===== config.mk =====
export PLATFORM = sky130hd
export DESIGN_NAME = multicycle_ctrl_fsm
export DESIGN_NICKNAME = d
export VERILOG_FILES = /design/src/rtl/multicycle_ctrl_fsm.sv
export SDC_FILE = /design/constraint.sdc
export NUM_CORES = 1
export LEC_CHECK = 0
export BUFFER_PORTS_ARGS = -buffer_cell sky130_fd_sc_hd__buf_2
export CAP_MARGIN = 40
export CORE_UTILIZATION = 47
export CTS_CLUSTER_SIZE = 16
export DETAILED_ROUTE_END_ITERATION = 8
export GPL_ROUTABILITY_DRIVEN = 0
export HOLD_SLACK_MARGIN = 0.12
export PLACE_DENSITY_LB_ADDON = 0.2
export SLEW_MARGIN = 0
export SYNTH_ARGS = -nofsm -noshare
export SYNTH_HDL_FRONTEND = slang
export SYNTH_SLANG_ARGS = --single-unit

===== constraint.sdc =====
create_clock -name clk -period 2.39 [get_ports clk]
set_clock_uncertainty 0.1 [all_clocks]
set_input_delay 0.239 -clock clk [delete_from_list [all_inputs] [get_ports clk]]
set_output_delay 0.239 -clock clk [all_outputs]
set_load 0.02 [all_outputs]

===== src/rtl/multicycle_ctrl_fsm.sv =====
// Main control FSM of a multicycle ARM-style processor: sequences fetch, decode,
// memory, execute, writeback and branch steps, and counts retired instructions.
module multicycle_ctrl_fsm (
  input  logic        clk,
  input  logic        reset,
  input  logic [1:0]  Op,
  input  logic [5:0]  Funct,
  input  logic        mem_ready,
  output logic        IRWrite,
  output logic        NextPC,
  output logic        AdrSrc,
  output logic        ALUSrcA,
  output logic [1:0]  ALUSrcB,
  output logic [1:0]  ResultSrc,
  output logic        ALUOp,
  output logic        RegW,
  output logic        MemW,
  output logic        Branch,
  output logic [3:0]  state,
  output logic        instr_done,
  output logic [15:0] instr_count
);

  typedef enum logic [3:0] {
    FETCH  = 4'd0,
    DECODE = 4'd1,
    MEMADR = 4'd2,
    MEMRD  = 4'd3,
    MEMWB  = 4'd4,
    MEMWR  = 4'd5,
    EXECR  = 4'd6,
    EXECI  = 4'd7,
    ALUWB  = 4'd8,
    BRANCH = 4'd9
  } stateT;

  stateT       curSt, nxtSt;
  logic [15:0] cntQ;

  assign state       = curSt;
  assign instr_count = cntQ;

  always_ff @(posedge clk or negedge reset) begin
    if (!reset) curSt <= FETCH;
    else        curSt <= nxtSt;
  end

  always_comb begin
    nxtSt      = FETCH;
    IRWrite    = 1'b0;
    NextPC     = 1'b0;
    AdrSrc     = 1'b0;
    ALUSrcA    = 1'b0;
    ALUSrcB    = 2'b00;
    ResultSrc  = 2'b00;
    ALUOp      = 1'b0;
    RegW       = 1'b0;
    MemW       = 1'b0;
    Branch     = 1'b0;
    instr_done = 1'b0;
    case (curSt)
      FETCH: begin
        ALUSrcA   = 1'b1;
        ALUSrcB   = 2'b10;
        ResultSrc = 2'b10;
        IRWrite   = mem_ready;
        NextPC    = mem_ready;
        nxtSt     = mem_ready ? DECODE : FETCH;
      end
      DECODE: begin
        ALUSrcA   = 1'b1;
        ALUSrcB   = 2'b10;
        ResultSrc = 2'b10;
        case (Op)
          2'b00:   nxtSt = Funct[5] ? EXECI : EXECR;
          2'b01:   nxtSt = MEMADR;
          2'b10:   nxtSt = BRANCH;
          default: begin
            nxtSt      = FETCH;
            instr_done = 1'b1;  // undefined op retires as a no-op
          end
        endcase
      end
      MEMADR: begin
        ALUSrcB = 2'b01;
        nxtSt   = Funct[0] ? MEMRD : MEMWR;
      end
      MEMRD: begin
        AdrSrc = 1'b1;
        nxtSt  = mem_ready ? MEMWB : MEMRD;
      end
      MEMWB: begin
        ResultSrc  = 2'b01;
        RegW       = 1'b1;
        instr_done = 1'b1;
      end
      MEMWR: begin
        AdrSrc     = 1'b1;
        MemW       = 1'b1;
        instr_done = mem_ready;
        nxtSt      = mem_ready ? FETCH : MEMWR;
      end
      EXECR: begin
        ALUOp = 1'b1;
        nxtSt = ALUWB;
      end
      EXECI: begin
        ALUSrcB = 2'b01;
        ALUOp   = 1'b1;
        nxtSt   = ALUWB;
      end
      ALUWB: begin
        RegW       = 1'b1;
        instr_done = 1'b1;
      end
      BRANCH: begin
        ALUSrcB    = 2'b01;
        ResultSrc  = 2'b10;
        Branch     = 1'b1;
        instr_done = 1'b1;
      end
      default: nxtSt = FETCH;  // illegal codes recover with every enable low
    endcase
  end

  always_ff @(posedge clk or negedge reset) begin
    if (!reset)          cntQ <= 16'd0;
    else if (instr_done) cntQ <= cntQ + 16'd1;
  end

endmodule

[Yosys cells after proc, flatten, opt, wreduce, memory -nomap -nowiden]
Index checks and enable logic that the tools add are counted.
Word-level totals
  bits in registers: 20
  bits in latches: 0
  memory bits (writable): 0
  ROM bits: 0
  output and inout bits: 33
  word-level logic and storage cells: 42
  memories: 0
Cells by class
  $add $sub $neg: 1
  multipliers: 0
  div/mod/pow operators: 0
  order comparisons: 0
  eq/ne operators: 11
  shifts and indexed selects: 0
  mux-type cells: 18
  bitwise operators: 0
  reduce and logical (&&, ||, !) cells: 10
Operators by type and width (count)
  case mux 4 bit (6 select lines): 1
  adder 16 x 1 -> 16 bit (second input constant): 1
  equality test 4 x 3 -> 1 bit (second input constant): 4
  case mux 4 bit (3 select lines): 1
  OR reduction 3 bit: 4
  2-to-1 mux 1 bit: 10
  2-to-1 mux 3 bit: 3
  equality test 4 x 2 -> 1 bit (second input constant): 2
  equality test 4 bit (second input constant): 2
  case mux 2 bit (2 select lines): 2
  OR reduction 2 bit: 4
  equality test 4 x 1 -> 1 bit (second input constant): 1
  logical NOT 4 bit: 1
  case mux 1 bit (3 select lines): 1
  equality test 2 x 1 -> 1 bit (second input constant): 1
  equality test 2 bit (second input constant): 1
  logical NOT 2 bit: 1

[Longest topological paths before layout]
Gate-level depths: netlist (run 1).
  word-level depth: 4
  depth in mapped cells: 6
  mapped depth without buffers: 5

[Worst setup path before layout (run 1)]
OpenSTA, ideal clock, no wires.
  path type: register to output
  start point: register curSt[1] (netlist: state[1])
  end point: output port NextPC
  data arrival time: 1.793 ns
  setup slack: 0.258 ns
  cell stages (with the launch flop): 7
  buffers on the path: 3
  cells stage by stage: dfrtp_1 > clkbuf_1 > clkbuf_1 > nor2_1 > nand2_1 > nor3_1 > buf_4
On the way
  word-level cells in the longest chain between the ends: 2
Ends and longest elaborated chain
  from (decl): RTL line 37  | stateT curSt, nxtSt;
  from (signal assigned): RTL line 45  | else curSt <= nxtSt;
  logical NOT 4 bit
  2-to-1 mux 1 bit
  to (decl): RTL line 10  | output logic NextPC,
No other way between the ends.

[Worst setup path after layout (run 1)]
  start point: input port Op[1]
  end point: output port instr_done
On the way
  word-level cells in the longest chain between the ends: 4
  elaborated cells between the ends (all ways): 6
Ends and longest elaborated chain
  from (decl): RTL line 6  | input logic [1:0] Op,
  equality test 2 bit (tied with other cells): RTL line 74  | case (Op)
  OR reduction 3 bit (no line) (*)
  2-to-1 mux 1 bit (*): RTL line 74
  case mux 1 bit (3 select lines) (*): RTL line 61  | case (curSt)
  to (decl): RTL line 20  | output logic instr_done,
Every way passes the cells marked *; elsewhere a longest branch is shown, timed or not.

==> summary.txt, run 1 <==
Outcome
  – Outcome: finished clean

Synthesis
  – Number of flops mapped to enable cells by yosys: 0
  – Avg Synthesized Cell Area: roughly 9.9 um2
  – Synth Warn #: 0
  – Syn Inst Count: 111
  – Post-synth top cells: 20 x dfrtp_1, 12 x xnor2_1, 10 x nand2_1
  – Synth Area in XOR/XNOR: 12.76%
  – Syn_nets: 123
  – Synthesis-stage register bit count: 20
  – Ys flop type: dfrtp_1
  – Distinct cells, synth: 35
  – Synthesized cell area: 1099 um2
  – Simple-gate share of the synthesized area: between 20% and 30%
  – Largest family of logic cells by synthesized area: simple AND/OR/NAND/NOR gates
  – Post-synthesis compound-gate area fraction: 11.05%
  – Area leader, netlist: dfrtp_1
  – Top-count cell post-synth: dfrtp_1
  – Mux cell area share after synthesis: 2.961%
  – Ranking of synthesized cells by area: dfrtp_1 46%, xnor2_1 9.6%, nand2_1 3.4%
  – Sequential-to-total area share from yosys stat: 45.56%
  – Adder-cell area share of the yosys netlist: 1.139%
  – Post-synthesis async set-or-reset flop share: 100.0%
  – Share of the synthesized area in the top cell type: 45.56%

Floorplan
  – Core Area: 2212 um2
  – DIE HEIGHT: 50.35 um
  – Effective utilization at floorplan: 49.66%
  – Die width: 50.35 um
  – Row count: 17
  – Io pins: 44
  – Full die area: between 2000 and 3000 um2

Routing
  – Drt via density: approximately 5.4
  – Initial DRC Count: 14
  – 1st-pass router iterations: 4
  – # DRC: 0
  – Antenna Nets Post-Route: 0
  – Vias: about 990
  – Post-DR wirelength/cell: 12.58 um
  – Total Wirelength: 2.290 mm

Setup path
  – Critical path's most frequent cell: buf_2
  – Required time of the worst setup path: 2050 ps
  – Worst setup SP type: input port
  – Crit path capture type: primary output
  – Worst path max stage delay: 530 ps
  – Crit-path slowest cell: dlygate4sd3_1
  – CP Cell Sequence: dlygate4sd3_1 > buf_2 > and3b_1 > a2111oi_4 > nor2_2 > buf_2
  – WP data arrival: between 1500 and 2000 ps
  – Max FO, Critical Path: 9
  – Crit path kind: input port to primary output

Timing
  – Hold Fails Final Rpt: 0
  – Fmax: approximately 440 MHz
  – Final setup vio count: 0
  – Max_slew headroom: 67.22%
  – Setup ws final: 122.1 ps
  – Max-slew violations: 0
  – Final TNS setup: 0 ps
  – Final Critical Period: 2268 ps
  – Period Utilization, post-route: 94.89%
  – RSZ-0062 raised after global routing: no
  – Worst slew pin tran: 489.0 ps

Layout
  – P&R area growth vs syn: 26.54%
  – # fillers: roughly 210
  – Layout cells sized above 1: 35.06%
  – Final nets: 167
  – Register Area: just over 500 um2
  – N_diodes: 0
  – Area occupied by multi-input gates: 563.0 um2
  – Final core utilization: between 60% and 70%

Clock network
  – Post-CTS Setup Bufs: 0
  – Worst-Skew Late Latency: 300 ps
  – CTS tree: built
  – CTS sink cnt: 20
  – Max H-tree Level: 1
  – CTS Buffer Depth: 2
  – CTS root buf: clkbuf_4
  – Clock slew at reported path FFs: ~110 ps
  – CTS Buf Count: 3

GRT
  – Grt total ovfl: 0
  – Initial antenna violation count: 0
  – Global-route wire length before repair: 4.008 mm
  – Total GRT Usage: 20.82%
  – Vias in the first global route: slightly above 900
  – Largest net degree at the start of global routing: 21

Pwr
  – P_leak: 0.7001 nW
  – Pwr Density: 1197 nW/um2
  – Worst vdd ir: 786.6 uV

Hold path
  – Hold/Removal Path Class: input port to flop

Place
  – HPWL after DPL: 1.691 mm
  – Buffers on Ports: 39
  – Worst slack at placement: 357.1 ps

Flow run
  – Max Cap Viol: 0
layout by cell type, fill, tap and decap left out, types with 4 or more instances in the layout:
cell	count
nor3_1	6
nand3_1	4
a21oi_1	4
xnor2_1	12
buf_4	4
xor2_1	4
nor2_1	9
nand2_1	10
buf_2	39
nand4_1	5
dfrtp_1	18
stage by stage:
stage	instance area (um2)	instances	total power [W]	hold slack (ps)
6_report	1390	182	0.001663	150.7
5_1_grt	1390	182	0.001789	175.2
4_1_cts	1388	182	0.001674	138.5
3_5_place_dp	1331	176	0.001472	107.1
3_3_place_gp	1331	176	0.001451	99.28
2_1_floorplan	1099	111	0.001182	-156.6
repair_timing:
item,4_1_cts,5_1_grt
gates resized for setup,0,2
hold buffers,2,0
endpoints found under the setup margin,0,1
endpoints found under the hold margin,21,0
state kept, by name, indices dropped and copies added, names as in the netlist:
signal / cells
instr_count: 16
state: 4
critical path: cells and delay by family:
family          cells  cell delay [ps]
compound gates      1              430
buf+inv             3              880
simple gates        2              380
layout make-up:
| type | count | share of cell area [%] |
|---|---|---|
| repair buffers | 45 | 17.64 |
| inverters | 2 | 0.5401 |
| multi-input cells | 83 | 40.50 |
| clock buffers | 4 | 2.610 |
| flip-flops and latches | 20 | 36.18 |
| well taps | 28 | 2.520 |
worst paths after layout:
| path | start | endpoint | slack, ps | cells past startpoint |
|---|---|---|---|---|
| min in group asynchronous | reset | instr_count[7] | 290 | 2 |
| setup reg to reg | state[2] | instr_count[4] | 440 | 5 |
| hold reg to reg | instr_count[15] | instr_count[15] | 370 | 1 |
| hold / removal | Op[0] | state[3] | 150 | 4 |
| max in group asynchronous | reset | state[3] | 1570 | 2 |
| setup / recovery | Op[1] | instr_done | 120 | 6 |
routing by layer:
layer / track usage (%) / share of wire (%)
met5: 0 / 0
met3: 5.758 / 5.6
met1: 26.83 / 47
met4: 5.556 / 0.92
met2: 34.22 / 46
power by group:
group | internal, W | switching, W
sequential | 0.000419 | 0.000109
combinational | 0.000353 | 0.000590
clock | 0.0000929 | 0.000100
cell families (layout without fill, tap and decap cells):
family	Yosys count	in the layout
mux	3	3
buf+inv	8	51
simple gates	48	48
xor+xnor	16	16
flops	20	20
compound gates	15	15
fa+ha+maj	1	1
Power figures use the tool's default switching activity.
==> run 2, diff against run 1 <==
--- a/config.mk
+++ b/config.mk
@@ -15,3 +15,3 @@
 export PLACE_DENSITY_LB_ADDON = 0.2
-export SLEW_MARGIN = 0
+export SLEW_MARGIN = 40
 export SYNTH_ARGS = -nofsm -noshare
==> constraint.sdc (replaced) <==
create_clock -name clk -period 2.39 [get_ports clk]
set_clock_uncertainty 0.1 [all_clocks]
set_input_delay 0.3585 -clock clk [delete_from_list [all_inputs] [get_ports clk]]
set_output_delay 0.3585 -clock clk [all_outputs]
set_load 0.02 [all_outputs]
==> summary.txt, run 2 (synthesis gave the netlist of run 1 again) <==
Timing
  – Fmax: 440.4 MHz (-0.13%)
  – Max_slew headroom: 67.55% (+0.32 points)
  – Setup ws final: 119.1 ps (-3.049 ps)
  – Final Critical Period: 2271 ps (+3.049 ps)
  – Final TNS setup: 0 ps (unchanged)
  – Worst slew pin tran: 484.1 ps (-4.845 ps)
  – RSZ-0062 raised after global routing: no
  – Hold WS: 247.3 ps (+96.65 ps)
  – Hold Fails Final Rpt: 0 (unchanged)
  – Max-slew violations: 0 (unchanged)
  – Period Utilization, post-route: 95.02% (+0.13 points)
  – Final setup vio count: 0 (unchanged)

Clock network
  – Max H-tree Level: 1 (unchanged)
  – CTS sink cnt: 20 (unchanged)
  – CTS root buf: clkbuf_4
  – Clock slew at reported path FFs: 110 ps (about the same)
  – CTS Buf Count: 3 (unchanged)
  – Worst-Skew Late Latency: 300 ps (about the same)
  – CTS Buffer Depth: 2 (unchanged)
  – CTS tree: built

Place
  – HPWL after DPL: 1.689 mm (-0.11%)
  – Buffers on Ports: 39 (unchanged)
  – Worst slack at placement: 350.4 ps (-6.687 ps)

Outcome
  – Outcome: finished clean

Layout
  – Most frequent cells in the layout: 39 x buf_2, 19 x dfrtp_1, 12 x xnor2_1, 10 x nand2_1, 9 x nor2_1
  – P&R area growth vs syn: 25.97%
  – # fillers: 206 (-0.48%)
  – Max reg flops: 16 (unchanged)
  – Commonest non-fill, non-tap cell in the layout: buf_2
  – Final core utilization: 62.56% (-0.28 points)
  – Final nets: 166 (-0.60%)
  – N_diodes: 0 (unchanged)
  – Area occupied by multi-input gates: 568.0 um2 (+0.89%)
  – Layout cells sized above 1: 34.64% (-0.42 points)
  – Register Area: 501.7 um2 (-0.25%)

GRT
  – Vias in the first global route: 915 (+1.1%)
  – Initial antenna violation count: 0 (unchanged)
  – Total GRT Usage: 20.68% (-0.14 points)
  – Grt total ovfl: 0 (unchanged)
  – Largest net degree at the start of global routing: 21 (unchanged)
  – Global-route wire length before repair: 4.015 mm (+0.17%)

Routing
  – # DRC: 0 (unchanged)
  – Post-DR wirelength/cell: 12.91 um (+2.6%)
  – Total Wirelength: 2.336 mm (+2.0%)
  – Initial DRC Count: 8 (-6)
  – Vias: 980 (-0.91%)
  – Antenna Nets Post-Route: 0 (unchanged)
  – Drt via density: 5.414 (-0.36%)
  – 1st-pass router iterations: 4 (unchanged)

Pwr
  – Clock power share: 11.8% (+0.2 points)
  – Int Pwr: 0.0008665 W (+0.21%)
  – P_leak: 0.6982 nW (-0.27%)
  – Sequential share of power: 31.0% (-0.7 points)
  – Logic pwr share: 57.3% (+0.6 points)
  – Pwr Density: 1208 nW/um2 (+0.93%)
  – Net Switching: 0.0008048 W (+0.77%)
  – Sw frac: 48.15% (+0.14 points)
  – Worst vdd ir: 630.1 uV (-20%)

Flow run
  – Max Cap Viol: 0 (unchanged)

Floorplan
  – DIE HEIGHT: 50.35 um (unchanged)
  – Full die area: 2535 um2 (unchanged)
  – Row count: 17 (unchanged)
  – Die width: 50.35 um (unchanged)
  – Core Area: 2212 um2 (unchanged)
  – Effective utilization at floorplan: 49.66% (unchanged)
  – Io pins: 44 (unchanged)

Setup path
  – Worst path max stage delay: 510 ps (-20 ps)
  – Required time of the worst setup path: 1930 ps (-120 ps)
  – CP Cell Sequence: and3b_1 > a2111oi_4 > nor2_4 > buf_2
  – WP data arrival: 1810 ps (-120 ps)
  – WP buf/inv: 1 (-2)
  – Crit-path slowest cell: dfrtp_1
  – Crit path capture type: primary output
  – Max FO, Critical Path: 9 (unchanged)
  – Crit path kind: flop to primary output
  – CP delay by family, top: flip-flops
  – Worst setup SP type: flop

Hold path
  – Hold/Removal Path Class: input port to flop
-- run 2: timing repair --
| item | in CTS | in global routing |
|---|---|---|
| buffers inserted | 0 | 0 |
| endpoints found under the hold margin | 20 | 0 |
| resized for setup | 0 | 2 |
| hold buffers | 1 | 0 |
| setup endpoints to repair | 0 | 1 |
-- run 2: final cells by class --
class                      count  share of cell area, %
sequential                    20                  36.26
tap                           28                  2.532
timing repair buffer          44                  17.00
clock buffer                   4                  2.622
multi-input combinational     83                  41.05
inverter                       2                 0.5425
-- run 2: tightest hold or removal path, delay by kind of cell --
kind / cells / cell delay [ps]
AOI/OAI and AO/OA: 1 / 60
buffers and inverters: 1 / 130
and+or+nand+nor: 1 / 60
-- run 2: path summary, 6_finish.rpt --
| check | start | end | slack [ps] | cells after the start |
|---|---|---|---|---|
| max | state[2] | instr_done | 120 | 4 |
| min | Op[1] | state[3] | 250 | 3 |
| max reg2reg | state[2] | instr_count[15] | 370 | 5 |
| min reg2reg | instr_count[15] | instr_count[15] | 380 | 1 |
| max in group asynchronous | reset | state[3] | 1430 | 2 |
| min in group asynchronous | reset | instr_count[7] | 420 | 2 |
-- run 2: routing by layer --
metal	track usage, %	vias up	part of all wire [%]
li1	-	480	-
met4	5.556	0	0.51
met5	0	-	0
met3	3.636	2	3.5
met1	28.52	478	47
met2	33.33	20	48
-- run 2: power by group through the flow --
stage          clock network (W)  logic, W  registers [W]
2_1_floorplan                  0  0.000586       0.000595
3_3_place_gp                   0  0.000932       0.000517
3_5_place_dp                   0  0.000946       0.000523
4_1_cts                 0.000200  0.000952       0.000516
5_1_grt                 0.000216   0.00105       0.000529
6_report                0.000197  0.000957       0.000518
-- run 2: stage by stage --
stage / power, W / cell area (um2) / instances
6_report: 0.001671 / 1384 / 181
5_1_grt: 0.001792 / 1384 / 181
3_3_place_gp: 0.001449 / 1331 / 176
2_1_floorplan: 0.001182 / 1099 / 111
3_5_place_dp: 0.001470 / 1331 / 176
4_1_cts: 0.001668 / 1378 / 181
==> run 3, diff against run 2 <==
ABC_AREA = 1   (was not set)
CORE_UTILIZATION = 50   (was 47)
==> summary.txt, run 3 <==
Outcome
  – Outcome: finished clean

Clock network
  – Worst-Skew Late Latency: 300 ps (about the same)
  – CTS Buf Count: 3 (unchanged)
  – CTS Buffer Depth: 2 (unchanged)
  – CTS sink cnt: 20 (unchanged)
  – CTS tree: built
  – Max H-tree Level: 1 (unchanged)
  – Cts hold-fix bufs: 1 (unchanged)
  – Post-CTS Setup Bufs: 0 (unchanged)
  – Clock slew at reported path FFs: 100 ps (about the same)
  – Resized cells post-CTS: 0 (unchanged)
  – CTS root buf: clkbuf_4

Pwr
  – Pwr Density: 975.2 nW/um2 (-19%)
  – Power Total: 0.001580 W (-5.5%)
  – Clock power share: 12.3% (+0.5 points)
  – Net Switching: 0.0007840 W (-2.6%)
  – P_leak: 0.8990 nW (+29%)
  – Worst vdd ir: 900.7 uV (+43%)
  – Sequential share of power: 32.1% (+1.1 points)
  – Sw frac: 49.62% (+1.5 points)
  – Int Pwr: 0.0007960 W (-8.1%)
  – Logic pwr share: 55.5% (-1.8 points)

Floorplan
  – Core Area: 2522 um2 (+14%)
  – Effective utilization at floorplan: 54.07% (+4.4 points)
  – Row count: 18 (+1)
  – Io pins: 44 (unchanged)
  – DIE HEIGHT: 54.23 um (+7.7%)
  – Die width: 54.23 um (+7.7%)
  – Full die area: 2940 um2 (+16%)

Routing
  – Vias: 1274 (+30%)
  – Total Wirelength: 2.767 mm (+18%)
  – # DRC: 0 (unchanged)
  – Post-DR wirelength/cell: 10.44 um (-19%)
  – 1st-pass router iterations: 4 (unchanged)
  – Drt via density: 4.808 (-11%)
  – Initial DRC Count: 34 (+26)
  – Antenna Nets Post-Route: 0 (unchanged)

Synthesis
  – Synth Warn #: 0 (unchanged)
  – Post-synth top cells: 77 x nand2_1, 23 x nor2_1, 20 x dfrtp_1
  – Distinct cells, synth: 26 (-26%)
  – Post-synthesis async set-or-reset flop share: 100.0% (unchanged)
  – Syn_nets: 205 (+67%)
  – Syn Inst Count: 193 (+74%)
  – Sequential-to-total area share from yosys stat: 36.70% (-8.9 points)
  – Number of flops mapped to enable cells by yosys: 0 (unchanged)
  – Synthesized cell area: 1364 um2 (+24%)
  – Ranking of synthesized cells by area: dfrtp_1 37%, nand2_1 21%, nor2_1 6.3%
  – Synthesis-stage register bit count: 20 (unchanged)
  – Share of the synthesized area in the top cell type: 36.70% (-8.9 points)
  – Area leader, netlist: dfrtp_1
  – Ys flop type: dfrtp_1
  – Avg Synthesized Cell Area: 7.066 um2 (-29%)
  – Top-count cell post-synth: nand2_1

Timing
  – Final setup vio count: 0 (unchanged)
  – Final Critical Period: 2091 ps (-180.1 ps)
  – RSZ-0062 raised after global routing: no
  – Max_slew headroom: 68.76% (+1.2 points)
  – Worst slew pin tran: 465.0 ps (-19.17 ps)
  – Final TNS setup: 0 ps (unchanged)
  – Period Utilization, post-route: 87.48% (-7.5 points)
  – Fmax: 478.3 MHz (+8.6%)
  – Max-slew violations: 0 (unchanged)
  – Hold Fails Final Rpt: 0 (unchanged)

Setup path
  – Reg-to-reg endpoint: instr_count[14]
  – Worst-case reg-to-reg path depth: 8 (+3)
  – Required time of the worst setup path: 1930 ps (about the same)
  – Worst reg2reg setup slack: 800 ps (+430 ps)
  – Crit-path slowest cell: dfrtp_1
  – CP Cell Sequence: inv_2 > nand2_4 > nor3_1 > a211o_1 > buf_2
  – Crit path kind: flop to primary output
  – Worst path max stage delay: 450 ps (-60 ps)
  – WP data arrival: 1630 ps (-180 ps)
  – Crit path capture type: primary output
  – Max FO, Critical Path: 6 (-3)
  – Launch point of the worst reg-to-reg path: instr_count[1]
  – Worst setup SP type: flop

Layout
  – # fillers: 248 (+20%)
  – P&R area growth vs syn: 18.81%
  – Area occupied by multi-input gates: 754.5 um2 (+33%)
  – Non-Filler Instances: 265 (+46%)
  – Most frequent cells in the layout: 77 x nand2_1, 39 x buf_2, 23 x nor2_1, 20 x dfrtp_1, 17 x inv_1
  – Max reg flops: 16 (unchanged)
  – Final core utilization: 64.24% (+1.7 points)
  – Final nets: 248 (+49%)
  – Layout cells sized above 1: 26.81% (-7.8 points)
  – N_diodes: 0 (unchanged)
  – Commonest non-fill, non-tap cell in the layout: nand2_1
  – Register Area: 500.5 um2 (-0.25%)

GRT
  – Vias in the first global route: 1052 (+15%)
  – Initial antenna violation count: 0 (unchanged)
  – Global-route wire length before repair: 4.650 mm (+16%)
  – Grt total ovfl: 0 (unchanged)
  – Largest net degree at the start of global routing: 21 (unchanged)
  – Total GRT Usage: 22.12% (+1.4 points)

Hold path
  – Hold Path Cell Cnt: 3 (unchanged)
  – Hold/Removal Path Class: input port to flop
  – Hold Path Origin: Funct[0]
  – Hold Crit Endpoint: state[1]

Place
  – Number of instances in the placed design: 260 (+48%)
  – Buffers on Ports: 39 (unchanged)
  – HPWL after DPL: 2.194 mm (+30%)

Flow run
  – Max Cap Viol: 0 (unchanged)
## run 3: cell types whose count changed in the layout (fill, tap and decap cells not counted), sizes merged, moves of 3 or more
cell,change
o21ai,+5
nor2,+16
xor2,-4
and3,-3
a21oi,-4
xnor2,-5
nand2,+75
buf,-3
inv,+19
nand3,+4
and4,-3
nor3,-6
## run 3: area by class of cell
cell class	instances	share of cell area, %
multi-input combinational	149	46.56
clock buffer	4	2.239
sequential	20	30.89
timing repair buffer	41	13.13
inverter	21	4.865
tap	30	2.317
## run 3: power by group through the flow
stage	registers, W	clock network (W)	logic, W
detailed placement	0.000515	0	0.000887
global route	0.000524	0.000212	0.000971
finish	0.000507	0.000195	0.000878
CTS	0.000508	0.000201	0.000890
global placement	0.000513	0	0.000878
floorplan	0.000580	0	0.000602
## run 3: worst max path at each step
stage / startpoint / to / slack, ps / cells past startpoint
final: state[2] / ALUSrcB[0] / 300 / 5
after global routing: state[2] / ALUSrcB[0] / 200 / 5
after CTS: state[2] / ALUSrcB[0] / 300 / 5
after detailed placement: state[2] / ALUSrcB[0] / 650 / 5
after global placement: state[3] / ALUSrcB[0] / 630 / 5
after floorplan: state[3] / ALUSrcB[0] / 590 / 4
## run 3: routing by layer
layer  vias to the layer above  share of wire [%]  global-route usage [%]
met5                         -                  0                       0
met4                         0               0.47                   3.846
met3                         2                4.4                   5.833
met2                        23                 41                   32.11
met1                       559                 54                   33.04
li1                        690                  -                       -
## run 3: critical path: cells and delay by family, from the launching register on
kind / cells / cell delay (ps)
and+or+nand+nor: 2 / 460
AOI/OAI and AO/OA: 1 / 160
DFF: 1 / 450
buffers and inverters: 2 / 270
## run 3: kinds of logic after synthesis
family          Yosys count  synth area share [%]
compound gates           12                 5.688
xor+xnor                  7                 4.496
fa+ha+maj                 1                0.9173
buf+inv                  24                 7.981
flops                    20                 36.70
simple gates            129                 44.22
## run 3: metrics by stage
step | area (um2) | setup WS (ps) | hold slack [ps]
global placement | 1574 | 631.6 | 224.5
global route | 1620 | 197.7 | 179.3
CTS | 1620 | 299.5 | 182.6
floorplan | 1364 | 591.9 | -37.09
detailed placement | 1574 | 646.0 | 221.6
finish | 1620 | 299.1 | 183.8
